File: src/rtl/lp_xfer_ctl.sv
// ---------------------------------------------------------------------------
// lp_xfer_ctl -- LP20 transfer control sequencer
//
// Runs a print transfer once CSRA decodes a GO command. For each character
// it fetches a byte over the Unibus DMA read port, waits for the printer to
// demand a character, strobes it out, then advances the bus address and
// byte counter. The transfer ends when the two's-complement byte counter
// wraps to zero, on a DMA or demand timeout, or when the printer goes
// offline.
//
// Ports
//   clk, rst           clock, asynchronous active-high reset
//   lpINIT             controller initialize, acts exactly like reset
//   lpECLR             clear the sticky error flags
//   lpCMDGO            GO command pulse from a CSRA write
//   lpERR              CSRA summary error (blocks GO)
//   lpONLINE           printer on line
//   bctrWRITE/barWRITE load BCTR/BAR from lpDATAI while idle
//   lpDATAI[17:0]      register write data
//   dmaREQ/dmaADDR     DMA read request and byte address (= regBAR)
//   dmaACK/dmaTMO      DMA completion / non-existent memory pulses
//   dmaDATA[15:0]      DMA read word
//   lpDEMAND           printer ready for a character
//   lpSTROBE/lpCHAR    character strobe and character to printer
//   lpGO/lpDONE        transfer active / controller idle
//   lpMTE/lpDTE/lpGOE  sticky memory, demand and GO error flags
//   regBAR, regBCTR    bus address register, byte counter
// ---------------------------------------------------------------------------
module lp_xfer_ctl #(
  parameter int DTE_LIMIT = 4096,
  parameter int STB_WIDTH = 4
) (
  input  logic        clk,
  input  logic        rst,
  input  logic        lpINIT,
  input  logic        lpECLR,
  input  logic        lpCMDGO,
  input  logic        lpERR,
  input  logic        lpONLINE,
  input  logic        bctrWRITE,
  input  logic        barWRITE,
  input  logic [17:0] lpDATAI,
  output logic        dmaREQ,
  output logic [17:0] dmaADDR,
  input  logic        dmaACK,
  input  logic        dmaTMO,
  input  logic [15:0] dmaDATA,
  input  logic        lpDEMAND,
  output logic        lpSTROBE,
  output logic [7:0]  lpCHAR,
  output logic        lpGO,
  output logic        lpDONE,
  output logic        lpMTE,
  output logic        lpDTE,
  output logic        lpGOE,
  output logic [17:0] regBAR,
  output logic [11:0] regBCTR
);

  typedef enum logic [2:0] {
    IDLE,
    FETCH,
    WAITDMD,
    STROBE,
    NEXT,
    COMPLETE,
    ABORT
  } state_t;

  // Counter widths cover 0..LIMIT-1 (at least one bit).
  localparam int DMD_W = (DTE_LIMIT > 1) ? $clog2(DTE_LIMIT) : 1;
  localparam int STB_W = (STB_WIDTH > 1) ? $clog2(STB_WIDTH) : 1;
  localparam logic [DMD_W-1:0] DMD_LAST = DMD_W'(DTE_LIMIT - 1);
  localparam logic [STB_W-1:0] STB_LAST = STB_W'(STB_WIDTH - 1);

  state_t           state;
  logic             dmaReqQ;
  logic             lpStrobeQ;
  logic [DMD_W-1:0] dmdCnt;
  logic [STB_W-1:0] stbCnt;
  logic [11:0]      bctrNext;

  assign bctrNext = regBCTR + 12'd1;
  assign dmaADDR  = regBAR;

  // The bus request and printer strobe must drop in the same cycle INIT
  // arrives, not one edge later, so the registered values are gated here.
  assign dmaREQ   = dmaReqQ & ~lpINIT;
  assign lpSTROBE = lpStrobeQ & ~lpINIT;

  // NOTE: all state in this block uses non-blocking assignments so every
  // register samples the pre-edge values; later assignments in the same
  // cycle override earlier ones, which is how error set beats lpECLR below.
  always_ff @(posedge clk or posedge rst) begin
    if (rst) begin
      state     <= IDLE;
      dmaReqQ   <= 1'b0;
      lpStrobeQ <= 1'b0;
      dmdCnt    <= '0;
      stbCnt    <= '0;
      lpCHAR    <= 8'h00;
      lpGO      <= 1'b0;
      lpDONE    <= 1'b1;
      lpMTE     <= 1'b0;
      lpDTE     <= 1'b0;
      lpGOE     <= 1'b0;
      regBAR    <= 18'd0;
      regBCTR   <= 12'd0;
    end else if (lpINIT) begin
      state     <= IDLE;
      dmaReqQ   <= 1'b0;
      lpStrobeQ <= 1'b0;
      dmdCnt    <= '0;
      stbCnt    <= '0;
      lpCHAR    <= 8'h00;
      lpGO      <= 1'b0;
      lpDONE    <= 1'b1;
      lpMTE     <= 1'b0;
      lpDTE     <= 1'b0;
      lpGOE     <= 1'b0;
      regBAR    <= 18'd0;
      regBCTR   <= 12'd0;
    end else begin
      // Clear first; any error set further down in this cycle wins.
      if (lpECLR) begin
        lpMTE <= 1'b0;
        lpDTE <= 1'b0;
        lpGOE <= 1'b0;
      end

      case (state)
        IDLE: begin
          if (barWRITE)  regBAR  <= lpDATAI;
          if (bctrWRITE) regBCTR <= lpDATAI[11:0];
          if (lpCMDGO) begin
            if (lpONLINE && !lpERR) begin
              lpGO    <= 1'b1;
              lpDONE  <= 1'b0;
              dmaReqQ <= 1'b1;
              state   <= FETCH;
            end else begin
              lpGOE <= 1'b1;
            end
          end
        end

        FETCH: begin
          if (dmaTMO) begin
            lpMTE   <= 1'b1;
            dmaReqQ <= 1'b0;
            state   <= ABORT;
          end else if (!lpONLINE) begin
            dmaReqQ <= 1'b0;
            state   <= ABORT;
          end else if (dmaACK) begin
            // Odd byte addresses take the high byte of the word.
            lpCHAR  <= regBAR[0] ? dmaDATA[15:8] : dmaDATA[7:0];
            dmaReqQ <= 1'b0;
            dmdCnt  <= '0;
            state   <= WAITDMD;
          end
        end

        WAITDMD: begin
          if (!lpONLINE) begin
            state <= ABORT;
          end else if (lpDEMAND) begin
            lpStrobeQ <= 1'b1;
            stbCnt    <= '0;
            state     <= STROBE;
          end else if (dmdCnt == DMD_LAST) begin
            lpDTE <= 1'b1;
            state <= ABORT;
          end else begin
            dmdCnt <= dmdCnt + DMD_W'(1);
          end
        end

        STROBE: begin
          if (stbCnt == STB_LAST) begin
            lpStrobeQ <= 1'b0;
            state     <= NEXT;
          end else begin
            stbCnt <= stbCnt + STB_W'(1);
          end
        end

        NEXT: begin
          regBAR  <= regBAR + 18'd1;
          regBCTR <= bctrNext;
          if (bctrNext == 12'd0) begin
            state <= COMPLETE;
          end else begin
            dmaReqQ <= 1'b1;
            state   <= FETCH;
          end
        end

        COMPLETE, ABORT: begin
          lpGO   <= 1'b0;
          lpDONE <= 1'b1;
          state  <= IDLE;
        end

        default: state <= IDLE;
      endcase
    end
  end

endmodule

File: config.mk
export PLATFORM = sky130hd
export DESIGN_NAME = lp_xfer_ctl
export DESIGN_NICKNAME = d
export VERILOG_FILES = /design/src/rtl/lp_xfer_ctl.sv
export SDC_FILE = /design/constraint.sdc
export NUM_CORES = 1
export LEC_CHECK = 0
export ABC_CLOCK_PERIOD_IN_PS = 1950
export BUFFER_PORTS_ARGS = -buffer_cell sky130_fd_sc_hd__buf_2
export CORE_AREA = 10 10 112 114
export CTS_CLUSTER_SIZE = 28
export DETAILED_ROUTE_END_ITERATION = 16
export DIE_AREA = 0 0 122 124
export RECOVER_POWER = 100
export SYNTH_ARGS = -nofsm -noshare
export SYNTH_HDL_FRONTEND = slang
export SYNTH_SLANG_ARGS = --single-unit
File: constraint.sdc
create_clock -name clk -period 1.95 [get_ports clk]
set_input_delay 0.0975 -clock clk [delete_from_list [all_inputs] [get_ports clk]]
set_output_delay 0.0975 -clock clk [all_outputs]
set_load 0.02 [all_outputs]
* Word level (Yosys, flattened, before mapping)
Cells that the tools add are included.
** Storage, ports and cells
- Bits in registers :: 62
- Latch bits :: 0
- Memory bits (writable) :: 0
- Bits in read-only memories :: 0
- Bits of input ports :: 46
- Output and inout port bits :: 63
- Word-level logic and storage cells :: 138
- Memories :: 0
** Operators by class
- $add $sub $neg :: 4
- $mul :: 0
- Div/mod/pow operators :: 0
- Magnitude comparators :: 0
- Equal/unequal tests :: 25
- Shifts and indexed selects :: 0
- Mux-type cells :: 71
- Bitwise logic cells :: 3
- Reductions and logical operators :: 22
** Operators with widths (number)
- 12-bit two-way mux :: 9
- 8-bit two-way mux :: 6
- 12-bit one-hot mux with 2 select lines :: 2
- 3-bit != test, second input constant :: 14
- 18-bit two-way mux :: 2
- 18-bit one-hot mux with 2 select lines :: 1
- 3-bit two-way mux :: 11
- 1-bit two-way mux :: 30
- 12-bit by 1-bit adder with 12-bit output, second input constant :: 2
- 18-bit by 1-bit adder with 18-bit output, second input constant :: 1
- 3-bit one-hot mux with 5 select lines :: 1
- 12-bit equality test, second input constant :: 1
- 12-bit logical NOT :: 1
- 4-bit AND reduction :: 3
- 3-bit nonzero test :: 4
- 5-bit != test, second input constant :: 2
- 5-bit AND reduction :: 2
- 3-bit equality test, second input constant :: 3
- 2-bit two-way mux :: 4
- 7-bit AND reduction :: 1
- 3-bit by 2-bit equality test with 1-bit output, second input constant :: 2
- 1-bit one-hot mux with 2 select lines :: 3
- 2-bit nonzero test :: 3
- 2-bit one-hot mux with 2 select lines :: 1
- other kinds (14) :: 16

* Depth between registers and ports, before layout
- Depth after elaboration :: 6
- Gate-level depth with buffers :: 9
- Depth with buffers taken out :: 7

* Worst setup path before layout
No wires, ideal clock.
- Path type :: register to register
- Start :: register regBCTR[0]
- End :: register dmaReqQ
- Library setup time :: 0.122 ns
- Arrival :: 1.913 ns
- Data required time :: 1.828 ns
- Slack :: -0.084 ns
- Cell stages (with the launch flop) :: 9
- Buffers on the path :: 1
- Period minus slack after synthesis :: 2.034 ns
- Cells stage by stage :: dfrtp_1 -> ha_1 -> and3_1 -> clkbuf_2 -> and3_1 -> xnor2_1 -> o2111ai_1 -> o2111ai_1 -> a32o_1
** Between the ends
- Word-level cells in the longest chain between the ends :: 4
** Ends and longest elaborated chain
- start: declaration :: line 57 : output logic [11:0] regBCTR
- start signal: assignment :: line 134 : if (bctrWRITE) regBCTR <= lpDATAI[11:0];
- start signal: assignment :: line 190 : regBCTR <= bctrNext;
- 12-bit by 1-bit adder with 12-bit output :: line 83 : assign bctrNext = regBCTR + 12'd1;
- 12-bit logical NOT :: line 191 : if (bctrNext == 12'd0) begin
- 3-bit != test (no source line)
- 5-bit AND reduction (no source line)
- end signal: assignment :: line 97 : dmaReqQ <= 1'b0;
- end signal: assignment :: line 111 : dmaReqQ <= 1'b0;
- end signal: assignment :: line 194 : dmaReqQ <= 1'b1;
- end: declaration :: line 77 : logic dmaReqQ;
No other way between the ends.
A chain may end at the register's enable or synchronous reset.

* Worst setup path after layout
- Start :: register regBCTR[1]
- End :: register dmaReqQ
Same word-level chain as after synthesis.

==> impl_metrics.ini <==
[global_routing]
grt_use_total_pct = 16.7
grt_max_degree = 51
grt.overflow.total = 0
grt_pass1_vias = 4222
antenna_found_initial = 0
grt_pass1_wl_um = 20900

[routing]
drtIter0Drc = 302
wl_um = 12600
post_drt_via_cell_ratio = 5.34
drc = 0
drt-pass1-iter-count = 4
routed-via-count = 4031
antenna_left = 0
wl_per_cell_um = 16.7

[setup_path]
startpoint_type = flop
r2r_slack_ns = 0.06
path_cells = and4_4 -> a211o_1 -> a221oi_2 -> o2111ai_2 -> a32o_1
crit_fanout = 7
worstReg2RegEnd = dmaReqQ$_DFFE_PP0P_
path_buf_inv = 0
r2r_start = regBCTR[1]$_DFFE_PP0P_
crit_slowest_cell = dfrtp_2
required_ns = 2.16
worst_ep_arrival_time_ns = 2.10
cp_top_family = compound AO/OA/AOI/OAI gates
rr_worst_depth = 5
cp_slowest_stage_delay_ns = 0.46
critPathKind = reg -> reg
worstSetupEndpointType = flop

[clock_tree]
htree_num_levels = 3
cts_sinks = 62
cts_tree = built
clock_latency_ns = 0.33
cts_buffers = 9
cts_root_buf = clkbuf_8
clkTransAtPathRegs_ns = 0.06
cts_buffer_depth = 2

[placed_design]
routabilityCongestion = 0.852
dp_worst_setup_slack_ns = -0.0335
portBuffers = 108
hpwlAfterDp_um = 9360

[hold_path]
worst_hold_path.endpoint = dmaADDR[17]$_DFFE_PP0P_
hp-class = in -> reg
hold_path_depth = 3
min_from = lpDATAI[17]

[finish]
area_delta_synth_final_pct = 24.4
drive_gt1_share_pct = 22.0
diodes = 0
final_util_pct = 48.7
layout.nets = 665

[synthesis]
synth_area_leader_cell = dfrtp_1
seq_area_frac_synth_pct = 38.8
syn_area_um2 = 4010
async_flop_share_pct = 100
ys_warn_count = 0
synth_flop_cell = dfrtp_1
synthTopCellsByCount = 78 x nor2_1, 61 x dfrtp_1, 45 x a21oi_1
syn_avg_cell_area_um2 = 8.09
ys_ff_latch = 62
synth_cell_type_count = 64
synth_top_area_share_pct = 38.1
syn_inst = 495
synth_area_leaders = dfrtp_1 38%, nor2_1 7.3%, a21oi_1 5.6%, o21ai_0 4.5%, nand2_1 4.1%
synth_most_common_cell = nor2_1
synth_edf_count = 0
syn-num-nets = 545

[die]
io_pins = 109
die_w_um = 122
coreArea_um2 = 10200
die_h_um = 124
num_rows = 37
die-area_um2 = 15100
initial_core_util_pct = 39.2

[run]
maxCapViolations = 0

[timing]
clock-skew-final_ns = 0.00562
clock.fmax_mhz = 529
maxSlewViolCount = 0
finalCritPeriodShare_pct = 97.0
worst_slack_ns = 0.0581
worst_slew_pin_slew_ns = 0.648
min_period_ns = 1.89
fin_hold_ws_ns = 0.0447
setup_viol = 0
slew_headroom_pct = 56.8
hold_viol = 0

[outcome]
status = complete, no violations

[pwr]
leakage_uw = 0.00219
p_per_area_nw_per_um2 = 998
ir_worst_vdd_uv = 440
## cells in the final DEF (no fill, tap or decap), drive strengths merged, types with 2 or more instances in the layout
master,count
o31ai,7
a21boi,2
a22oi,6
a211o,2
a21o,2
nand4,10
nand3b,6
clkbuf,81
a2bb2oi,2
a21oi,45
nand2b,3
and3,12
o22ai,2
nor2,79
dfrtp,61
mux2,2
nor4,7
nor3,13
buf,93
nand3,18
a31oi,6
a211oi,7
or3,2
mux2i,8
inv,4
o2111ai,3
and2,2
xnor2,7
nand2,44
a311oi,2
ha,4
o41ai,2
a22o,3
or2,3
nor2b,3
and4,3
o21a,2
nor3b,4
o21ai,42
## state kept, by name (all words and copies together) (netlist names)
register / count
dmaADDR: 18
dmdCnt: 12
regBCTR: 12
lpCHAR: 8
state: 3
stbCnt: 2
dmaReqQ: 1
lpDONE: 1
lpDTE: 1
lpGO: 1
lpGOE: 1
lpMTE: 1
lpStrobeQ: 1
## worst min-delay path, delay by kind of cell
kind	cells	cell delay, ns
buffers and inverters	1	0.10
AO/OA/AOI/OAI	1	0.08
AND/OR/NAND/NOR	1	0.05
## through the flow
step                cells  setup TNS (ns)  total power, µW  area, µm²
finish                755               0             4970       4980
global route          755         -0.0172             5350       4980
CTS                   753               0             5090       5020
detailed placement    737          -0.101             4050       4840
global placement      737               0             4020       4840
floorplan             495               0             3270       4010
## how the worst max path moves through the flow
| stage | startpoint | endpoint | slack, ns | cells past startpoint |
|---|---|---|---|---|
| 2_1_floorplan | dmdCnt[0]$_DFFE_PP0P_ | state[0]$_DFFE_PP0P_ | 0.0005 | 8 |
| 3_3_place_gp | dmdCnt[1]$_DFFE_PP0P_ | dmdCnt[2]$_DFFE_PP0P_ | 0.03 | 7 |
| 3_5_place_dp | dmdCnt[1]$_DFFE_PP0P_ | dmdCnt[2]$_DFFE_PP0P_ | -0.03 | 7 |
| 4_1_cts | regBCTR[3]$_DFFE_PP0P_ | dmaReqQ$_DFFE_PP0P_ | 0.02 | 5 |
| 5_1_grt | regBCTR[3]$_DFFE_PP0P_ | dmaReqQ$_DFFE_PP0P_ | -0.02 | 5 |
| 6_report | regBCTR[1]$_DFFE_PP0P_ | dmaReqQ$_DFFE_PP0P_ | 0.06 | 5 |
## cells by family (layout without fill, tap and decap cells)
kind of cell	after synthesis	count (layout)	share of synthesized area, %
AO/OA/AOI/OAI	141	141	21.4
adder cells (fa/ha/maj)	4	4	1.25
XOR/XNOR	7	7	1.53
AND/OR/NAND/NOR	215	215	26.9
flip-flops	62	62	38.8
buffers and inverters	56	180	7.53
multiplexers	10	10	2.65
## routing by layer
layer	track usage (%)	part of all wire [%]	vias to the layer above
met5	0	0	-
met4	3.06	0.45	0
met3	4.03	3.7	4
met2	29.6	52	84
met1	20.4	43	1939
li1	-	-	2004
## repair_timing
action | in CTS | in global routing
gates resized for setup | 1 | 14
endpoints found under the hold margin | 13 | 0
endpoints found under the setup margin | 6 | 17
buffers inserted | 0 | 2
gates cloned | 0 | 0
hold buffers | 1 | 0
pin swaps | 0 | 3
## power breakdown
group | internal, µW | leakage (µW) | switching (µW) | total [µW]
clock network | 524 | 0.0000865 | 481 | 1010
registers | 1500 | 0.000835 | 278 | 1770
logic | 835 | 0.00127 | 1360 | 2190
## final cells by class
class,instances,area [µm²]
Fill cell,1053,5250
Multi-Input combinational cell,377,2200
Sequential cell,62,1560
Timing Repair Buffer,161,873
Tap cell,136,170
Clock buffer,14,163
Inverter,4,15.0
Clock inverter,1,5.00
(Power assumes the default switching activity.)
